==> config.mk <==
export PLATFORM = sky130hd
export DESIGN_NAME = mpi_rx_responder_flat
export DESIGN_NICKNAME = d
export VERILOG_FILES = /design/src/rtl/mpi_rx_responder_if.sv /design/src/rtl/mpi_rx_responder.sv /design/src/flat_wrapper.sv
export SDC_FILE = /design/constraint.sdc
export NUM_CORES = 1
export LEC_CHECK = 0
export BUFFER_PORTS_ARGS = -buffer_cell sky130_fd_sc_hd__buf_2
export CORE_ASPECT_RATIO = 0.75
export CORE_MARGIN = 3
export CORE_UTILIZATION = 50
export CTS_CLUSTER_DIAMETER = 60
export DETAILED_ROUTE_END_ITERATION = 10
export GPL_TIMING_DRIVEN = 0
export PLACE_DENSITY = 0.86
export SETUP_SLACK_MARGIN = 0.3
export SYNTH_ARGS = -nofsm -noshare
export SYNTH_HDL_FRONTEND = slang
export SYNTH_SLANG_ARGS = --single-unit
==> constraint.sdc <==
create_clock -name clk -period 3 [get_ports clk]
set_input_delay 0.6 -clock clk [delete_from_list [all_inputs] [get_ports clk]]
set_output_delay 0.6 -clock clk [all_outputs]
set_load 0.02 [all_outputs]
==> src/rtl/mpi_rx_responder_if.sv <==
// Stream and request/completion bundle for the MPI rendezvous receive endpoint.
// slave = responder side, master = bridge/kernel/host side.
interface mpi_rx_responder_if;
    logic [7:0]  my_rank;
    logic        recv_req_valid;
    logic        recv_req_ready;
    logic [7:0]  recv_req_src;
    logic [15:0] recv_req_size;
    logic        recv_done_valid;
    logic        recv_done_status;
    logic [15:0] recv_done_beats;

    logic [63:0] s_tdata;
    logic [7:0]  s_tkeep;
    logic        s_tlast;
    logic        s_tvalid;
    logic        s_tready;

    logic [63:0] m_tdata;
    logic [7:0]  m_tkeep;
    logic        m_tlast;
    logic        m_tvalid;
    logic [7:0]  m_tdest;
    logic        m_tready;

    logic [63:0] p_tdata;
    logic [7:0]  p_tkeep;
    logic        p_tlast;
    logic        p_tvalid;
    logic        p_tready;

    modport slave (
        input  my_rank, recv_req_valid, recv_req_src, recv_req_size,
        output recv_req_ready, recv_done_valid, recv_done_status, recv_done_beats,
        input  s_tdata, s_tkeep, s_tlast, s_tvalid,
        output s_tready,
        output m_tdata, m_tkeep, m_tlast, m_tvalid, m_tdest,
        input  m_tready,
        output p_tdata, p_tkeep, p_tlast, p_tvalid,
        input  p_tready
    );

    modport master (
        output my_rank, recv_req_valid, recv_req_src, recv_req_size,
        input  recv_req_ready, recv_done_valid, recv_done_status, recv_done_beats,
        output s_tdata, s_tkeep, s_tlast, s_tvalid,
        input  s_tready,
        input  m_tdata, m_tkeep, m_tlast, m_tvalid, m_tdest,
        output m_tready,
        input  p_tdata, p_tkeep, p_tlast, p_tvalid,
        output p_tready
    );
endinterface

==> src/rtl/mpi_rx_responder.sv <==
// MPI rendezvous receive endpoint: envelope -> CLR2SND, payload passthrough, DONE.
// Optional MPI_RX_SIZE_CHECK_EN answers oversize envelopes with RECV_ERROR.
//
// state     | meaning
// IDLE      | waiting for a posted receive
// WAIT_ENV  | looking for the sync envelope from peer
// ENV_TAIL  | consuming the rest of the envelope packet
// CTS_HDR   | CLR2SND header beat on m
// CTS_TAIL  | CLR2SND trailer beat on m
// WAIT_DATA | looking for the DATA header from peer
// PAYLOAD   | s -> p passthrough, counting beats
// DONE_HDR  | DONE header beat on m
// DONE_TAIL | DONE trailer beat on m
// ERR_HDR   | RECV_ERROR header beat on m
// ERR_TAIL  | RECV_ERROR trailer beat on m
// DROP      | discarding a foreign packet, then back to ret_state
module mpi_rx_responder (
    input  logic clk,
    input  logic aresetn,
    mpi_rx_responder_if.slave bus
);
    localparam logic [7:0] T_SYNC_ENV   = 8'd0;
    localparam logic [7:0] T_CLR2SND    = 8'd1;
    localparam logic [7:0] T_DATA       = 8'd2;
    localparam logic [7:0] T_RECV_ERROR = 8'd4;
    localparam logic [7:0] T_DONE       = 8'd5;

    typedef enum logic [3:0] {
        IDLE, WAIT_ENV, ENV_TAIL, CTS_HDR, CTS_TAIL, WAIT_DATA,
        PAYLOAD, DONE_HDR, DONE_TAIL, ERR_HDR, ERR_TAIL, DROP
    } state_t;

    state_t      state, state_nxt;
    state_t      ret_state, ret_state_nxt;

    logic [7:0]  peer;
    logic [15:0] max_size;
    logic [15:0] env_size;
    logic [15:0] beat_cnt;
    logic        size_err;
    logic        hdr_next;
    logic        rst_done;

    logic        m_tvalid_q;
    logic [63:0] m_tdata_q;
    logic        m_tlast_q;
    logic        done_valid_q;
    logic        done_status_q;
    logic [15:0] done_beats_q;

    logic        s_tready;
    logic        p_tvalid;
    logic        req_ready;
    logic        req_hs;
    logic        m_hs;
    logic        s_hs;

    logic        latch_req;
    logic        latch_env;
    logic        beat_inc;
    logic        done_fire;
    logic        done_err;
    logic        m_load;
    logic        m_tail;
    logic [7:0]  m_type;
    logic [15:0] m_size;

    logic [15:0] hdr_dst;
    logic [7:0]  hdr_src;
    logic [7:0]  hdr_type;
    logic [15:0] hdr_size;
    logic        from_peer;
    logic        env_match;
    logic        data_match;
    logic        env_oversize;

    assign hdr_dst  = bus.s_tdata[15:0];
    assign hdr_src  = bus.s_tdata[23:16];
    assign hdr_type = bus.s_tdata[31:24];
    assign hdr_size = bus.s_tdata[47:32];

    assign from_peer  = hdr_next && (hdr_src == peer) && (hdr_dst == {8'h00, bus.my_rank});
    assign env_match  = from_peer && (hdr_type == T_SYNC_ENV);
    assign data_match = from_peer && (hdr_type == T_DATA);

`ifdef MPI_RX_SIZE_CHECK_EN
    assign env_oversize = (hdr_size > max_size);
`else
    assign env_oversize = 1'b0;
`endif

    // Ready is held off for one cycle after reset so it reads 0 while reset is applied.
    assign req_ready = (state == IDLE) && rst_done;
    assign req_hs    = bus.recv_req_valid && req_ready;
    assign m_hs      = m_tvalid_q && bus.m_tready;
    assign s_hs      = bus.s_tvalid && s_tready;

    always_ff @(posedge clk) begin
        if (!aresetn) begin
            state     <= IDLE;
            ret_state <= IDLE;
        end else begin
            state     <= state_nxt;
            ret_state <= ret_state_nxt;
        end
    end

    always_comb begin
        state_nxt     = state;
        ret_state_nxt = ret_state;
        s_tready      = 1'b0;
        p_tvalid      = 1'b0;
        latch_req     = 1'b0;
        latch_env     = 1'b0;
        beat_inc      = 1'b0;
        done_fire     = 1'b0;
        done_err      = 1'b0;
        m_load        = 1'b0;
        m_tail        = 1'b0;
        m_type        = 8'h00;
        m_size        = 16'h0000;

        case (state)
            IDLE: begin
                if (req_hs) begin
                    latch_req = 1'b1;
                    state_nxt = WAIT_ENV;
                end
            end

            WAIT_ENV: begin
                s_tready = 1'b1;
                if (bus.s_tvalid) begin
                    if (env_match) begin
                        latch_env = 1'b1;
                        if (!bus.s_tlast) begin
                            state_nxt = ENV_TAIL;
                        end else if (env_oversize) begin
                            state_nxt = ERR_HDR;
                            m_load    = 1'b1;
                            m_type    = T_RECV_ERROR;
                            m_size    = max_size;
                        end else begin
                            state_nxt = CTS_HDR;
                            m_load    = 1'b1;
                            m_type    = T_CLR2SND;
                            m_size    = hdr_size;
                        end
                    end else if (!bus.s_tlast) begin
                        ret_state_nxt = WAIT_ENV;
                        state_nxt     = DROP;
                    end
                end
            end

            ENV_TAIL: begin
                s_tready = 1'b1;
                if (bus.s_tvalid && bus.s_tlast) begin
                    m_load = 1'b1;
                    if (size_err) begin
                        state_nxt = ERR_HDR;
                        m_type    = T_RECV_ERROR;
                        m_size    = max_size;
                    end else begin
                        state_nxt = CTS_HDR;
                        m_type    = T_CLR2SND;
                        m_size    = env_size;
                    end
                end
            end

            CTS_HDR: begin
                if (m_hs) begin
                    state_nxt = CTS_TAIL;
                    m_load    = 1'b1;
                    m_tail    = 1'b1;
                end
            end

            CTS_TAIL: begin
                if (m_hs) state_nxt = WAIT_DATA;
            end

            WAIT_DATA: begin
                s_tready = 1'b1;
                if (bus.s_tvalid) begin
                    if (data_match) begin
                        if (bus.s_tlast) begin
                            state_nxt = DONE_HDR;
                            m_load    = 1'b1;
                            m_type    = T_DONE;
                        end else begin
                            state_nxt = PAYLOAD;
                        end
                    end else if (!bus.s_tlast) begin
                        ret_state_nxt = WAIT_DATA;
                        state_nxt     = DROP;
                    end
                end
            end

            PAYLOAD: begin
                s_tready = bus.p_tready;
                p_tvalid = bus.s_tvalid;
                beat_inc = bus.s_tvalid && bus.p_tready;
                if (bus.s_tvalid && bus.p_tready && bus.s_tlast) begin
                    state_nxt = DONE_HDR;
                    m_load    = 1'b1;
                    m_type    = T_DONE;
                end
            end

            DONE_HDR: begin
                if (m_hs) begin
                    state_nxt = DONE_TAIL;
                    m_load    = 1'b1;
                    m_tail    = 1'b1;
                end
            end

            DONE_TAIL: begin
                if (m_hs) begin
                    state_nxt = IDLE;
                    done_fire = 1'b1;
                end
            end

            ERR_HDR: begin
                if (m_hs) begin
                    state_nxt = ERR_TAIL;
                    m_load    = 1'b1;
                    m_tail    = 1'b1;
                end
            end

            ERR_TAIL: begin
                if (m_hs) begin
                    state_nxt = IDLE;
                    done_fire = 1'b1;
                    done_err  = 1'b1;
                end
            end

            DROP: begin
                s_tready = 1'b1;
                if (bus.s_tvalid && bus.s_tlast) state_nxt = ret_state;
            end

            default: state_nxt = IDLE;
        endcase
    end

    // Transfer context and completion reporting.
    always_ff @(posedge clk) begin
        if (!aresetn) begin
            peer          <= 8'h00;
            max_size      <= 16'h0000;
            env_size      <= 16'h0000;
            beat_cnt      <= 16'h0000;
            size_err      <= 1'b0;
            hdr_next      <= 1'b1;
            rst_done      <= 1'b0;
            done_valid_q  <= 1'b0;
            done_status_q <= 1'b0;
            done_beats_q  <= 16'h0000;
        end else begin
            rst_done     <= 1'b1;
            done_valid_q <= done_fire;
            if (s_hs) hdr_next <= bus.s_tlast;
            if (latch_req) begin
                peer     <= bus.recv_req_src;
                max_size <= bus.recv_req_size;
                beat_cnt <= 16'h0000;
                size_err <= 1'b0;
            end
            if (latch_env) begin
                env_size <= hdr_size;
                size_err <= env_oversize;
            end
            if (beat_inc && (beat_cnt != 16'hFFFF)) beat_cnt <= beat_cnt + 16'd1;
            if (done_fire) begin
                done_status_q <= done_err;
                done_beats_q  <= done_err ? 16'h0000 : beat_cnt;
            end
        end
    end

    // Control-packet output register; a new load wins over retiring the current beat.
    always_ff @(posedge clk) begin
        if (!aresetn) begin
            m_tvalid_q <= 1'b0;
            m_tdata_q  <= 64'd0;
            m_tlast_q  <= 1'b0;
        end else if (m_load) begin
            m_tvalid_q <= 1'b1;
            m_tlast_q  <= m_tail;
            m_tdata_q  <= m_tail ? 64'd0
                        : {8'h01, 8'h00, m_size, m_type, bus.my_rank, 8'h00, peer};
        end else if (m_hs) begin
            m_tvalid_q <= 1'b0;
        end
    end

    assign bus.recv_req_ready   = req_ready;
    assign bus.recv_done_valid  = done_valid_q;
    assign bus.recv_done_status = done_status_q;
    assign bus.recv_done_beats  = done_beats_q;

    assign bus.s_tready = s_tready;

    assign bus.m_tvalid = m_tvalid_q;
    assign bus.m_tdata  = m_tdata_q;
    assign bus.m_tlast  = m_tlast_q;
    assign bus.m_tkeep  = 8'hFF;
    assign bus.m_tdest  = peer;

    assign bus.p_tvalid = p_tvalid;
    assign bus.p_tdata  = p_tvalid ? bus.s_tdata : 64'd0;
    assign bus.p_tkeep  = p_tvalid ? bus.s_tkeep : 8'h00;
    assign bus.p_tlast  = p_tvalid && bus.s_tlast;
endmodule
==> src/flat_wrapper.sv <==
// flat-port wrapper written by rule: the top's interface ports become plain ports
module mpi_rx_responder_flat 
  (clk, aresetn, bus_my_rank, bus_recv_req_valid, bus_recv_req_src, bus_recv_req_size, bus_recv_req_ready, bus_recv_done_valid, bus_recv_done_status, bus_recv_done_beats, bus_s_tdata, bus_s_tkeep, bus_s_tlast, bus_s_tvalid, bus_s_tready, bus_m_tdata, bus_m_tkeep, bus_m_tlast, bus_m_tvalid, bus_m_tdest, bus_m_tready, bus_p_tdata, bus_p_tkeep, bus_p_tlast, bus_p_tvalid, bus_p_tready);
  mpi_rx_responder_if bus_i ();
  input  logic clk;
  input  logic aresetn;
  input wire logic [$bits(bus_i.my_rank)-1:0] bus_my_rank;
  input wire logic [$bits(bus_i.recv_req_valid)-1:0] bus_recv_req_valid;
  input wire logic [$bits(bus_i.recv_req_src)-1:0] bus_recv_req_src;
  input wire logic [$bits(bus_i.recv_req_size)-1:0] bus_recv_req_size;
  output wire logic [$bits(bus_i.recv_req_ready)-1:0] bus_recv_req_ready;
  output wire logic [$bits(bus_i.recv_done_valid)-1:0] bus_recv_done_valid;
  output wire logic [$bits(bus_i.recv_done_status)-1:0] bus_recv_done_status;
  output wire logic [$bits(bus_i.recv_done_beats)-1:0] bus_recv_done_beats;
  input wire logic [$bits(bus_i.s_tdata)-1:0] bus_s_tdata;
  input wire logic [$bits(bus_i.s_tkeep)-1:0] bus_s_tkeep;
  input wire logic [$bits(bus_i.s_tlast)-1:0] bus_s_tlast;
  input wire logic [$bits(bus_i.s_tvalid)-1:0] bus_s_tvalid;
  output wire logic [$bits(bus_i.s_tready)-1:0] bus_s_tready;
  output wire logic [$bits(bus_i.m_tdata)-1:0] bus_m_tdata;
  output wire logic [$bits(bus_i.m_tkeep)-1:0] bus_m_tkeep;
  output wire logic [$bits(bus_i.m_tlast)-1:0] bus_m_tlast;
  output wire logic [$bits(bus_i.m_tvalid)-1:0] bus_m_tvalid;
  output wire logic [$bits(bus_i.m_tdest)-1:0] bus_m_tdest;
  input wire logic [$bits(bus_i.m_tready)-1:0] bus_m_tready;
  output wire logic [$bits(bus_i.p_tdata)-1:0] bus_p_tdata;
  output wire logic [$bits(bus_i.p_tkeep)-1:0] bus_p_tkeep;
  output wire logic [$bits(bus_i.p_tlast)-1:0] bus_p_tlast;
  output wire logic [$bits(bus_i.p_tvalid)-1:0] bus_p_tvalid;
  input wire logic [$bits(bus_i.p_tready)-1:0] bus_p_tready;
  assign bus_i.my_rank = bus_my_rank;
  assign bus_i.recv_req_valid = bus_recv_req_valid;
  assign bus_i.recv_req_src = bus_recv_req_src;
  assign bus_i.recv_req_size = bus_recv_req_size;
  assign bus_recv_req_ready = bus_i.recv_req_ready;
  assign bus_recv_done_valid = bus_i.recv_done_valid;
  assign bus_recv_done_status = bus_i.recv_done_status;
  assign bus_recv_done_beats = bus_i.recv_done_beats;
  assign bus_i.s_tdata = bus_s_tdata;
  assign bus_i.s_tkeep = bus_s_tkeep;
  assign bus_i.s_tlast = bus_s_tlast;
  assign bus_i.s_tvalid = bus_s_tvalid;
  assign bus_s_tready = bus_i.s_tready;
  assign bus_m_tdata = bus_i.m_tdata;
  assign bus_m_tkeep = bus_i.m_tkeep;
  assign bus_m_tlast = bus_i.m_tlast;
  assign bus_m_tvalid = bus_i.m_tvalid;
  assign bus_m_tdest = bus_i.m_tdest;
  assign bus_i.m_tready = bus_m_tready;
  assign bus_p_tdata = bus_i.p_tdata;
  assign bus_p_tkeep = bus_i.p_tkeep;
  assign bus_p_tlast = bus_i.p_tlast;
  assign bus_p_tvalid = bus_i.p_tvalid;
  assign bus_i.p_tready = bus_p_tready;
  mpi_rx_responder u_core (.clk(clk), .aresetn(aresetn), .bus(bus_i));
endmodule
==> qor.txt <==
layout cells sized above 1 - 33.4%
num ports - 287
Arr. time, crit path - 2.09 ns
vias in the first global route - 5494
worst reg-to-reg setup slack - 0.74 ns
Setup crit start - u_core.state[3]
Final Setup Violations - 0
Final Instance Area - 7570 um^2
Initial Util - 52.0%
Sum Neg Setup Slack - 0 ns
FMAX - 0.372 GHz
fin crit share - 89.5%
crit path to - bus_p_tdata[45]
Post-synth top flop - dfxtp_1
synthesized cell area - 5760 um^2
Die Width - 130 um
Crit path depth - 6
worst slew pin tran - 0.664 ns
minimum clock period - 2.69 ns
initial antenna violation count - 0
Worst VDD drop - 0.329 mV
Max Cap Viol - 0
routed wire length - 20.3 mm
relative slew slack - 55.7%
Worst EP required - 2.40 ns
Final nets - 1089
Vias/cell - 5.58
crit-path most repeated cell - buf_2
Final Max Slew Viols - 0
fraction of registers with async set/reset - 0%
CP top delay family - buffers and inverters
reg2reg start - u_core.state[0]
WS Path Type - reg -> out
Fillers - 973
#FFs+latches synth - 103
Pwr Density - 459 nW/um^2
Clock transition at path regs - 0.07 ns
DRC - 0
syn_area_per_cell - 8.22 um^2
post-synthesis sequential area ratio - 35.8%
RSZ-0062 raised after global routing - yes
CP max stage cell - and4bb_4
pin count of the biggest net entering global routing - 17
routed length per instance - 18.1 um
CTS Sinks - 103
buffers and inverters on the worst path - 4
Die H - 98.9 um
CP Cell Sequence - buf_2, and4bb_4, buf_2, clkbuf_4, and3_1, buf_2
GRT Overall Usage - 29.7%
synth unique cells - 64
CP Launch Type - flop
H-tree depth reported by CTS - 3
post-DP HPWL - 16.0 mm
Clk Latency, worst-skew pair - 0.35 ns
GPL Wtd Cong - 0.932
Post-DP Area - 7220 um^2
Post-synth EDFFs - 0
vias - 6266
Num CTS Buffers - 9
grt ovf - 0
port bufs - 231
Core Box Area - 11100 um^2
clk_skew - 0.00737 ns
Power, Total - 3470 uW
Layout area overhead - 31.5%
drt first pass iters - 6
full die area - 12800 um^2
slowest cell delay on critical path - 0.39 ns
YS warnings - 0
Iter 0 DRT Violations - 690
remaining antenna violation count - 0
FF-to-FF End - u_core.bus.m_tdata[41]
Static Leakage - 0.00403 uW
Critical Path Sink Type - primary output
worst r2r path cells - 6
status - completed
Clock Tree Root - clkbuf_16
final hold violation count - 0
HP Class - in -> reg
CTS Buffer Depth - 2
hold buffers post-CTS - 0
TritonCTS clock tree - built
Placement Rows - 33
Critical Path Fanout Max - 10
global-route wire length before repair - 30.2 mm
Mapped Cells - 700
[how the worst min path moves through the flow]
| stage | startpoint | end | slack, ns | depth (start not counted) |
|---|---|---|---|---|
| detailed placement | u_core.bus.m_tdata[56] | u_core.bus.m_tdata[56] | 0.43 | 2 |
| finish | aresetn | u_core.rst_done | 0.44 | 1 |
| global route | aresetn | u_core.rst_done | 0.44 | 1 |
| global placement | u_core.bus.m_tdata[56] | u_core.bus.m_tdata[56] | 0.43 | 2 |
| CTS | aresetn | u_core.rst_done | 0.44 | 1 |
| floorplan | u_core.ret_state[2] | u_core.ret_state[2] | 0.43 | 2 |
[cells in the final DEF (no fill, tap or decap), drive strengths merged, types with 7 or more instances in the layout]
cell type	netlist	layout
mux2i	18	18
nor2	24	24
inv	13	14
xor2	16	16
and3	95	95
clkbuf	39	50
and2	22	22
dfxtp	103	103
nand4	21	21
a21oi	60	60
a221o	17	17
nor4	13	13
o21ai	25	25
xnor2	7	7
nand2	54	54
nor3	11	11
nand3	35	35
nand2b	7	7
conb	2	37
buf	56	288
[per-layer routing]
metal	track usage, %	up-vias	share of wire (%)
li1	-	3009	-
met1	43.4	2886	44
met2	45.8	337	45
met3	5.69	34	9.8
met4	5.67	0	1.6
met5	0	-	0
[kinds of logic (layout without fill, tap and decap cells)]
group                    count (synthesis)  after routing  share of synthesized area (%)
AND/OR/NAND/NOR                        305            305                           30.7
AO/OA/AOI/OAI                          140            140                           16.0
buffers and inverters                  108            355                           10.5
flip-flops                             103            103                           35.8
XOR/XNOR                                23             23                           3.50
multiplexers                            18             18                           3.13
other                                    2             38                          0.130
adder cells (fa/ha/maj)                  1              1                          0.217
[what timing repair did]
item,4_1_cts,5_1_grt
buffers inserted,0,0
endpoints found under the setup margin,69,61
resized for setup,8,12
[through the flow]
step	setup slack [ns]	hold WS (ns)	std cells	utilization, %
global placement	0.182	0.433	1106	65.2
detailed placement	0.162	0.434	1106	65.2
CTS	0.281	0.435	1122	68.2
floorplan	0.817	0.431	735	-
global route	0.289	0.443	1122	68.4
finish	0.314	0.439	1123	68.4
[cells in the mapped netlist (8+ instances only)]
| library cell | n | area (um^2) |
|---|---|---|
| mux2i_1 | 18 | 180 |
| nand3_1 | 33 | 165 |
| a221o_1 | 17 | 170 |
| buf_2 | 9 | 45.0 |
| inv_1 | 13 | 48.8 |
| nand2_1 | 54 | 203 |
| and3_1 | 95 | 594 |
| dfxtp_1 | 103 | 2060 |
| buf_4 | 40 | 300 |
| xor2_1 | 16 | 140 |
| o21ai_0 | 8 | 40.0 |
| nand4_1 | 21 | 131 |
| nor2_1 | 24 | 90.1 |
| o21ai_1 | 16 | 80.1 |
| nor3_1 | 10 | 50.1 |
| clkbuf_1 | 39 | 146 |
| a21oi_1 | 59 | 295 |
| and2_1 | 22 | 138 |
| nor4_1 | 9 | 56.3 |
[final cells by class]
| class | count | area [um^2] | area share [%] |
|---|---|---|---|
| Antenna cell | 1 | 2.50 | 0.0331 |
| Buffer | 95 | 574 | 7.59 |
| Clock buffer | 12 | 246 | 3.26 |
| Clock inverter | 4 | 76.3 | 1.01 |
| Inverter | 13 | 48.8 | 0.645 |
| Multi-Input combinational cell | 524 | 3220 | 42.6 |
| Sequential cell | 103 | 2060 | 27.3 |
| Tap cell | 140 | 175 | 2.32 |
| Timing Repair Buffer | 231 | 1160 | 15.3 |
[registers in the layout, indices dropped and copies added, names as in the netlist, 2 cells and up]
signal / flops
u_core.beat_cnt: 16
u_core.bus.m_tdata: 35
u_core.bus.m_tdest: 8
u_core.bus.recv_done_beats: 16
u_core.env_size: 16
u_core.ret_state: 2
u_core.state: 4
[where the power goes]
group          switching [uW]  internal [uW]  total, uW  leakage (uW)
Sequential               40.2           1400       1440      0.000831
Clock                     508            758       1270      0.000153
Combinational             484            281        764       0.00305
Total                    1030           2440       3470       0.00403
No activity file was read; power rests on OpenSTA's default activity.
